### config.mk
export PLATFORM = sky130hd
export DESIGN_NAME = rv_decode_stage
export DESIGN_NICKNAME = d
export VERILOG_FILES = /design/src/rtl/rv_pkg.sv /design/src/rtl/rv_imm_gen.sv /design/src/rtl/rv_decode_stage.sv
export SDC_FILE = /design/constraint.sdc
export NUM_CORES = 1
export LEC_CHECK = 0
export CAP_MARGIN = 20
export CORE_ASPECT_RATIO = 2
export CORE_UTILIZATION = 42
export CTS_CLUSTER_DIAMETER = 80
export DETAILED_ROUTE_END_ITERATION = 6
export PLACE_DENSITY = 0.9
export RECOVER_POWER = 25
export SYNTH_ARGS = -nofsm -noshare
export SYNTH_HDL_FRONTEND = slang
export SYNTH_SLANG_ARGS = --single-unit
### constraint.sdc
create_clock -name clk -period 2.7 [get_ports clk]
set_clock_uncertainty 0.2 [all_clocks]
set_input_delay 0.54 -clock clk [delete_from_list [all_inputs] [get_ports clk]]
set_output_delay 0.54 -clock clk [all_outputs]
set_load 0.1 [all_outputs]
### src/rtl/rv_pkg.sv
// Shared RV32I decode definitions: opcodes, ALU operations, control-bit
// positions and the interlock state encoding.
package rv_pkg;

  localparam logic [6:0] OPC_LUI    = 7'b0110111;
  localparam logic [6:0] OPC_AUIPC  = 7'b0010111;
  localparam logic [6:0] OPC_JAL    = 7'b1101111;
  localparam logic [6:0] OPC_JALR   = 7'b1100111;
  localparam logic [6:0] OPC_BRANCH = 7'b1100011;
  localparam logic [6:0] OPC_LOAD   = 7'b0000011;
  localparam logic [6:0] OPC_STORE  = 7'b0100011;
  localparam logic [6:0] OPC_OPIMM  = 7'b0010011;
  localparam logic [6:0] OPC_OP     = 7'b0110011;

  typedef enum logic [3:0] {
    ALU_ADD,
    ALU_SUB,
    ALU_SLL,
    ALU_SLT,
    ALU_SLTU,
    ALU_XOR,
    ALU_SRL,
    ALU_SRA,
    ALU_OR,
    ALU_AND,
    ALU_PASS_B
  } alu_op_e;

  localparam int CTRL_REG_WE  = 7;
  localparam int CTRL_MEM_RD  = 6;
  localparam int CTRL_MEM_WR  = 5;
  localparam int CTRL_BRANCH  = 4;
  localparam int CTRL_JAL     = 3;
  localparam int CTRL_JALR    = 2;
  localparam int CTRL_SRC_IMM = 1;
  localparam int CTRL_ILLEGAL = 0;

  typedef enum logic {
    ST_RUN,
    ST_BUBBLE
  } state_e;

endpackage

### src/rtl/rv_imm_gen.sv
// Immediate extraction for the RV32I formats, sign-extended to XLEN.
// Opcodes without an immediate produce zero.
module rv_imm_gen
  import rv_pkg::*;
#(
  parameter int XLEN = 32
) (
  input  logic [31:0]     instr,
  output logic [XLEN-1:0] imm
);

  always_comb begin
    imm = '0;
    case (instr[6:0])
      OPC_LOAD, OPC_OPIMM, OPC_JALR:
        imm = {{(XLEN-12){instr[31]}}, instr[31:20]};
      OPC_STORE:
        imm = {{(XLEN-12){instr[31]}}, instr[31:25], instr[11:7]};
      OPC_BRANCH:
        imm = {{(XLEN-12){instr[31]}}, instr[7],
               instr[30:25], instr[11:8], 1'b0};
      OPC_LUI, OPC_AUIPC:
        imm = {{(XLEN-31){instr[31]}}, instr[30:12], 12'b0};
      OPC_JAL:
        imm = {{(XLEN-20){instr[31]}}, instr[19:12],
               instr[20], instr[30:21], 1'b0};
      default: imm = '0;
    endcase
  end

endmodule

### src/rtl/rv_decode_stage.sv
// RV32I decode stage: register-file read with write-back bypass, decode,
// and the ID/EX register with stall, flush and load-use interlock.
module rv_decode_stage
  import rv_pkg::*;
#(
  parameter int XLEN  = 32,
  parameter int RADDR = 5
) (
  input  logic             clk,
  input  logic             rst,
  input  logic             if_valid,
  output logic             if_ready,
  input  logic [31:0]      if_instr,
  input  logic [XLEN-1:0]  if_pc,
  output logic [RADDR-1:0] rf_adrs_r1,
  output logic [RADDR-1:0] rf_adrs_r2,
  input  logic [XLEN-1:0]  rf_data_r1,
  input  logic [XLEN-1:0]  rf_data_r2,
  input  logic             wb_we,
  input  logic [RADDR-1:0] wb_adrs,
  input  logic [XLEN-1:0]  wb_data,
  input  logic             flush,
  input  logic             ex_ready,
  output logic             ex_valid,
  output logic [XLEN-1:0]  ex_pc,
  output logic [XLEN-1:0]  ex_rs1_val,
  output logic [XLEN-1:0]  ex_rs2_val,
  output logic [XLEN-1:0]  ex_imm,
  output logic [RADDR-1:0] ex_rd,
  output logic [3:0]       ex_alu_op,
  output logic [7:0]       ex_ctrl
);

  logic [6:0]       opcode, funct7;
  logic [2:0]       funct3;
  logic [RADDR-1:0] rs1, rs2, rd;
  logic [XLEN-1:0]  imm, rs1_val, rs2_val;
  alu_op_e          alu_op;
  logic             has_rd, uses_rs2, illegal, src_imm;
  logic             mem_rd, mem_wr, branch, jal, jalr;
  logic [7:0]       ctrl;
  logic             advance, hazard, accept;

  state_e           state_q, state_d;
  logic             ex_valid_q, ex_valid_d;
  logic [XLEN-1:0]  ex_pc_q, ex_pc_d;
  logic [XLEN-1:0]  ex_rs1_q, ex_rs1_d;
  logic [XLEN-1:0]  ex_rs2_q, ex_rs2_d;
  logic [XLEN-1:0]  ex_imm_q, ex_imm_d;
  logic [RADDR-1:0] ex_rd_q, ex_rd_d;
  logic [3:0]       ex_alu_op_q, ex_alu_op_d;
  logic [7:0]       ex_ctrl_q, ex_ctrl_d;

  assign opcode = if_instr[6:0];
  assign funct3 = if_instr[14:12];
  assign funct7 = if_instr[31:25];
  assign rd     = if_instr[11:7];
  assign rs1    = if_instr[19:15];
  assign rs2    = if_instr[24:20];

  assign rf_adrs_r1 = rs1;
  assign rf_adrs_r2 = rs2;

  rv_imm_gen #(.XLEN(XLEN)) u_imm_gen (
    .instr (if_instr),
    .imm   (imm)
  );

  // The register file commits wb_data at the same edge, so forward it.
  always_comb begin
    rs1_val = rf_data_r1;
    if (rs1 == '0)
      rs1_val = '0;
    else if (wb_we && wb_adrs == rs1)
      rs1_val = wb_data;
    rs2_val = rf_data_r2;
    if (rs2 == '0)
      rs2_val = '0;
    else if (wb_we && wb_adrs == rs2)
      rs2_val = wb_data;
  end

  always_comb begin
    has_rd   = 1'b0;
    uses_rs2 = 1'b0;
    illegal  = 1'b0;
    src_imm  = 1'b0;
    mem_rd   = 1'b0;
    mem_wr   = 1'b0;
    branch   = 1'b0;
    jal      = 1'b0;
    jalr     = 1'b0;
    alu_op   = ALU_ADD;
    case (opcode)
      OPC_LUI: begin
        has_rd  = 1'b1;
        src_imm = 1'b1;
        alu_op  = ALU_PASS_B;
      end
      OPC_AUIPC: begin
        has_rd  = 1'b1;
        src_imm = 1'b1;
      end
      OPC_JAL: begin
        has_rd = 1'b1;
        jal    = 1'b1;
      end
      OPC_JALR: begin
        has_rd  = 1'b1;
        jalr    = 1'b1;
        src_imm = 1'b1;
        illegal = funct3 != 3'b000;
      end
      OPC_BRANCH: begin
        uses_rs2 = 1'b1;
        branch   = 1'b1;
        case (funct3)
          3'b000, 3'b001: alu_op = ALU_SUB;
          3'b100, 3'b101: alu_op = ALU_SLT;
          3'b110, 3'b111: alu_op = ALU_SLTU;
          default:        illegal = 1'b1;
        endcase
      end
      OPC_LOAD: begin
        has_rd  = 1'b1;
        mem_rd  = 1'b1;
        src_imm = 1'b1;
        illegal = !(funct3 inside {3'b000, 3'b001, 3'b010,
                                   3'b100, 3'b101});
      end
      OPC_STORE: begin
        uses_rs2 = 1'b1;
        mem_wr   = 1'b1;
        src_imm  = 1'b1;
        illegal  = funct3 > 3'b010;
      end
      OPC_OPIMM: begin
        has_rd  = 1'b1;
        src_imm = 1'b1;
        case (funct3)
          3'b000: alu_op = ALU_ADD;
          3'b010: alu_op = ALU_SLT;
          3'b011: alu_op = ALU_SLTU;
          3'b100: alu_op = ALU_XOR;
          3'b110: alu_op = ALU_OR;
          3'b111: alu_op = ALU_AND;
          3'b001: begin
            alu_op  = ALU_SLL;
            illegal = funct7 != 7'h00;
          end
          default: begin
            if (funct7 == 7'h00)
              alu_op = ALU_SRL;
            else if (funct7 == 7'h20)
              alu_op = ALU_SRA;
            else
              illegal = 1'b1;
          end
        endcase
      end
      OPC_OP: begin
        has_rd   = 1'b1;
        uses_rs2 = 1'b1;
        case ({funct7, funct3})
          10'b0000000_000: alu_op = ALU_ADD;
          10'b0100000_000: alu_op = ALU_SUB;
          10'b0000000_001: alu_op = ALU_SLL;
          10'b0000000_010: alu_op = ALU_SLT;
          10'b0000000_011: alu_op = ALU_SLTU;
          10'b0000000_100: alu_op = ALU_XOR;
          10'b0000000_101: alu_op = ALU_SRL;
          10'b0100000_101: alu_op = ALU_SRA;
          10'b0000000_110: alu_op = ALU_OR;
          10'b0000000_111: alu_op = ALU_AND;
          default:         illegal = 1'b1;
        endcase
      end
      default: illegal = 1'b1;
    endcase
    // Illegal instructions travel to EX with every side effect suppressed.
    if (illegal) begin
      has_rd  = 1'b0;
      src_imm = 1'b0;
      mem_rd  = 1'b0;
      mem_wr  = 1'b0;
      branch  = 1'b0;
      jal     = 1'b0;
      jalr    = 1'b0;
      alu_op  = ALU_ADD;
    end
  end

  always_comb begin
    ctrl               = '0;
    ctrl[CTRL_REG_WE]  = has_rd && rd != '0;
    ctrl[CTRL_MEM_RD]  = mem_rd;
    ctrl[CTRL_MEM_WR]  = mem_wr;
    ctrl[CTRL_BRANCH]  = branch;
    ctrl[CTRL_JAL]     = jal;
    ctrl[CTRL_JALR]    = jalr;
    ctrl[CTRL_SRC_IMM] = src_imm;
    ctrl[CTRL_ILLEGAL] = illegal;
  end

  assign advance = !ex_valid_q || ex_ready;
  assign hazard  = ex_valid_q && ex_ready && ex_ctrl_q[CTRL_MEM_RD] &&
                   ex_rd_q != '0 &&
                   (ex_rd_q == rs1 || (uses_rs2 && ex_rd_q == rs2));
  assign if_ready = !rst && advance && state_q == ST_RUN && !hazard;
  assign accept   = if_valid && if_ready && !flush;

  always_comb begin
    state_d     = ST_RUN;
    ex_valid_d  = ex_valid_q;
    ex_pc_d     = ex_pc_q;
    ex_rs1_d    = ex_rs1_q;
    ex_rs2_d    = ex_rs2_q;
    ex_imm_d    = ex_imm_q;
    ex_rd_d     = ex_rd_q;
    ex_alu_op_d = ex_alu_op_q;
    ex_ctrl_d   = ex_ctrl_q;
    if (!flush && state_q == ST_RUN && hazard && if_valid)
      state_d = ST_BUBBLE;
    if (accept) begin
      ex_valid_d  = 1'b1;
      ex_pc_d     = if_pc;
      ex_rs1_d    = rs1_val;
      ex_rs2_d    = rs2_val;
      ex_imm_d    = imm;
      ex_rd_d     = has_rd ? rd : '0;
      ex_alu_op_d = alu_op;
      ex_ctrl_d   = ctrl;
    end else if (advance || flush) begin
      ex_valid_d = 1'b0;
    end
  end

  always_ff @(posedge clk) begin
    if (rst) begin
      state_q     <= ST_RUN;
      ex_valid_q  <= 1'b0;
      ex_pc_q     <= '0;
      ex_rs1_q    <= '0;
      ex_rs2_q    <= '0;
      ex_imm_q    <= '0;
      ex_rd_q     <= '0;
      ex_alu_op_q <= '0;
      ex_ctrl_q   <= '0;
    end else begin
      state_q     <= state_d;
      ex_valid_q  <= ex_valid_d;
      ex_pc_q     <= ex_pc_d;
      ex_rs1_q    <= ex_rs1_d;
      ex_rs2_q    <= ex_rs2_d;
      ex_imm_q    <= ex_imm_d;
      ex_rd_q     <= ex_rd_d;
      ex_alu_op_q <= ex_alu_op_d;
      ex_ctrl_q   <= ex_ctrl_d;
    end
  end

  assign ex_valid   = ex_valid_q;
  assign ex_pc      = ex_pc_q;
  assign ex_rs1_val = ex_rs1_q;
  assign ex_rs2_val = ex_rs2_q;
  assign ex_imm     = ex_imm_q;
  assign ex_rd      = ex_rd_q;
  assign ex_alu_op  = ex_alu_op_q;
  assign ex_ctrl    = ex_ctrl_q;

endmodule

==> flow_metrics.py <==
metrics = {
    "outcome": {
        "run_status": "complete, but fails checks",
        "violations": "negative setup slack",
    },
    "final_layout": {
        "drive_gt1_frac": 0.200,
        "final_area_sq_mm": 0.0112,
        "syn_to_final_growth_pct": 57.5,
        "nets": 1395,
    },
    "power": {
        "power.clock.fraction": 0.386,
        "p_total_mw": 6.05,
        "power_switching_mw": 1.94,
        "seqPwrFrac": 0.375,
        "powerDensity_mw_per_mm2": 541,
        "ir_worst_vdd_mv": 0.509,
        "p_int_mw": 4.12,
        "p_comb_frac": 0.239,
        "swShare": 0.320,
        "leakagePower_nw": 4.25,
    },
    "sta": {
        "min_period_ps": 2770,
        "worstMarginPinSlew_ps": 1210,
        "rsz0062_at_grt": "yes",
        "finalMaxSlewViolations": 0,
        "finalWorstSetupSlack_ps": -74.5,
        "slew_headroom": 0.194,
        "fmax_mhz": 360,
        "timing.final.crit_share": 1.03,
        "setup_viol": 1,
        "fin_setup_tns_ps": -74.5,
        "hold_viol_final": 0,
    },
    "grt": {
        "antenna_found_initial": 1,
        "grt_use_total": 0.303,
        "overflow": 0,
        "grt_first_pass_wirelength_mm": 40.1,
        "grt_max_degree": 149,
        "grt_pass1_vias": 7981,
    },
    "clocking": {
        "cts_max_level": 4,
        "cts_tree": "yes",
        "clk_path_buf_depth": 2,
        "cts_made_buffers": 17,
        "cts_root_buffer": "clkbuf_16",
        "path_clk_slew_ps": 60,
        "postCtsHoldBufs": 0,
        "clock_sinks": 147,
        "insertion_delay_ps": 420,
    },
    "synthesis": {
        "ys_ff_latch": 147,
        "synth_flop_cell": "dfxtp_1",
        "synthArstFlopShare": 0,
        "synth_fp_nets": 1053,
        "synth.top_cell.area_share": 0.414,
        "synth_edf_count": 0,
        "synth_cells": 882,
        "yosys.area.top_type": "dfxtp_1",
        "ys_types": 48,
        "synth_area_leaders": "dfxtp_1, mux2i_1, a21oi_1, nand2_1, or3_1",
        "synth_most_common_cell": "nand2_1",
        "ys_warn_count": 0,
        "synthTopCellsByCount": "nand2_1, dfxtp_1, a21oi_1",
        "avgSynthCellArea_sq_um": 8.05,
        "ys_seq_area_frac": 0.414,
        "syn-cell-area_sq_mm": 0.00710,
    },
    "critical_path": {
        "critPathMostFrequentCell": "o21ai_4",
        "critPathMaxFanout": 2,
        "cp_top_family": "simple AND/OR/NAND/NOR gates",
        "startpoint": "ex_rd[0]",
        "cp_slowest_cell": "or4_4",
        "worstReg2RegEnd": "ex_rs2_val[30]",
        "criticalPathCategory": "reg2out",
        "max_stage_delay_ps": 540,
        "start_kind": "flop",
        "reg2reg_depth": 9,
        "rrSetupSlack_ps": 110,
        "path_cells": "or4_4 -> o21ai_4 -> o21ai_4 -> a211oi_4 -> buf_12",
        "r2r-start": "ex_rd[0]",
        "crit_arrival_ps": 2030,
        "cp.required_ps": 1960,
        "critPathBufInv": 1,
        "end_kind": "output port",
    },
    "floorplanning": {
        "boundaryPins": 328,
        "dieArea_sq_mm": 0.0175,
        "core-area_sq_mm": 0.0164,
        "die_h_microns": 186,
        "initial_utilization": 0.432,
        "die_w_microns": 94.0,
        "rows": 66,
    },
    "hold_path": {
        "holdPathStages": 2,
        "hold_class": "reg2reg",
        "hold_path_end": "ex_rs1_val[27]",
        "hp-start": "ex_rs1_val[27]",
    },
    "placement": {
        "io_buffers": 327,
        "dpl_cell_area_sq_mm": 0.0107,
        "place_congestion": 0.933,
        "place.detailed.hpwl_mm": 19.7,
    },
    "detailed_routing": {
        "firstDrtPassIters": 5,
        "routed_via_density": 5.50,
        "wl_mm": 26.5,
        "drt_iter0_markers": 353,
        "drc": 0,
        "antenna_left": 0,
        "post_drt_wl_per_cell_microns": 18.4,
        "num_vias": 7936,
    },
    "flow_run": {
        "drv_cap": 0,
    },
}
stage by stage:
step	util	instances	hold slack (ps)	setup WS (ps)
detailed placement	0.654	1405	243	-379
global placement	0.654	1405	238	-355
global route	0.681	1442	266	-129
CTS	0.692	1440	251	-176
floorplan	-	882	385	-174
finish	0.681	1442	249	-74.5
per-layer routing:
metal  GRT usage  wire [microns]
met1       0.287            8470
met2       0.560           14600
met3      0.0580            1620
met4       0.226            1820
met5           0               0
worst max path at each step:
stage / to / slack (ps) / cells after the start
after global routing: if_ready / -130 / 5
final: if_ready / -70 / 5
after detailed placement: if_ready / -380 / 8
after floorplan: if_ready / -170 / 4
after global placement: if_ready / -350 / 8
after CTS: if_ready / -180 / 5
state kept, by name (all words and copies together) (netlist names):
register,flops
ex_imm,32
ex_pc,32
ex_rs1_val,32
ex_rs2_val,32
ex_ctrl,8
ex_rd,5
ex_alu_op,4
ex_valid,1
state_q,1
power groups by stage:
stage	logic (mW)	clock network (mW)	registers, mW
after global routing	1.51	2.45	2.28
final	1.45	2.34	2.27
after global placement	1.45	0	2.32
after CTS	1.47	2.37	2.27
after detailed placement	1.47	0	2.32
after floorplan	0.385	0	2.81
cells by family after synthesis:
family / after synthesis / synth area share
buffers and inverters: 95 / 0.0678
muxes: 64 / 0.0902
xor gates and xnor gates: 22 / 0.0271
AOI/OAI and AO/OA: 193 / 0.158
and+or+nand+nor: 361 / 0.242
DFF: 147 / 0.414
worst register-to-register path, stage by stage (launching register included):
cell	delay, ps
dfxtp_4	340
or4_4	540
o21ai_4	190
buf_4	140
or2_2	130
o21ai_4	70
buf_12	170
buf_12	180
or3_1	390
a21oi_1	160
cell type report:
type / count / area, sq um
fill: 1289 / 5250
inverter: 5 / 18.8
sequential: 147 / 2960
multi-input combinational: 640 / 3790
clock inverter: 13 / 134
clock buffer: 19 / 443
tap: 204 / 255
antenna: 1 / 2.50
timing repair buffer: 413 / 3580
layout by cell type (no fill, tap or decap), drive strengths merged, types with 6 or more instances in the layout:
master / n
buf: 174
nand2: 158
clkdlybuf4s50: 152
dfxtp: 147
a21oi: 127
clkbuf: 89
or3: 65
mux2i: 64
nor2: 43
nor3: 31
a211oi: 27
nand3: 15
xor2: 15
o21ai: 12
nand4: 11
dlymetal6s2s: 11
and3: 8
xnor2: 7
inv: 7
nor2b: 6
a221oi: 6
repair_timing:
item                       4_1_cts  5_1_grt
setup endpoints to repair        1        9
setup buffers                    4        1
pin swaps                        9        8
gates resized for setup         12       17
No activity file was read; power rests on OpenSTA's default activity.
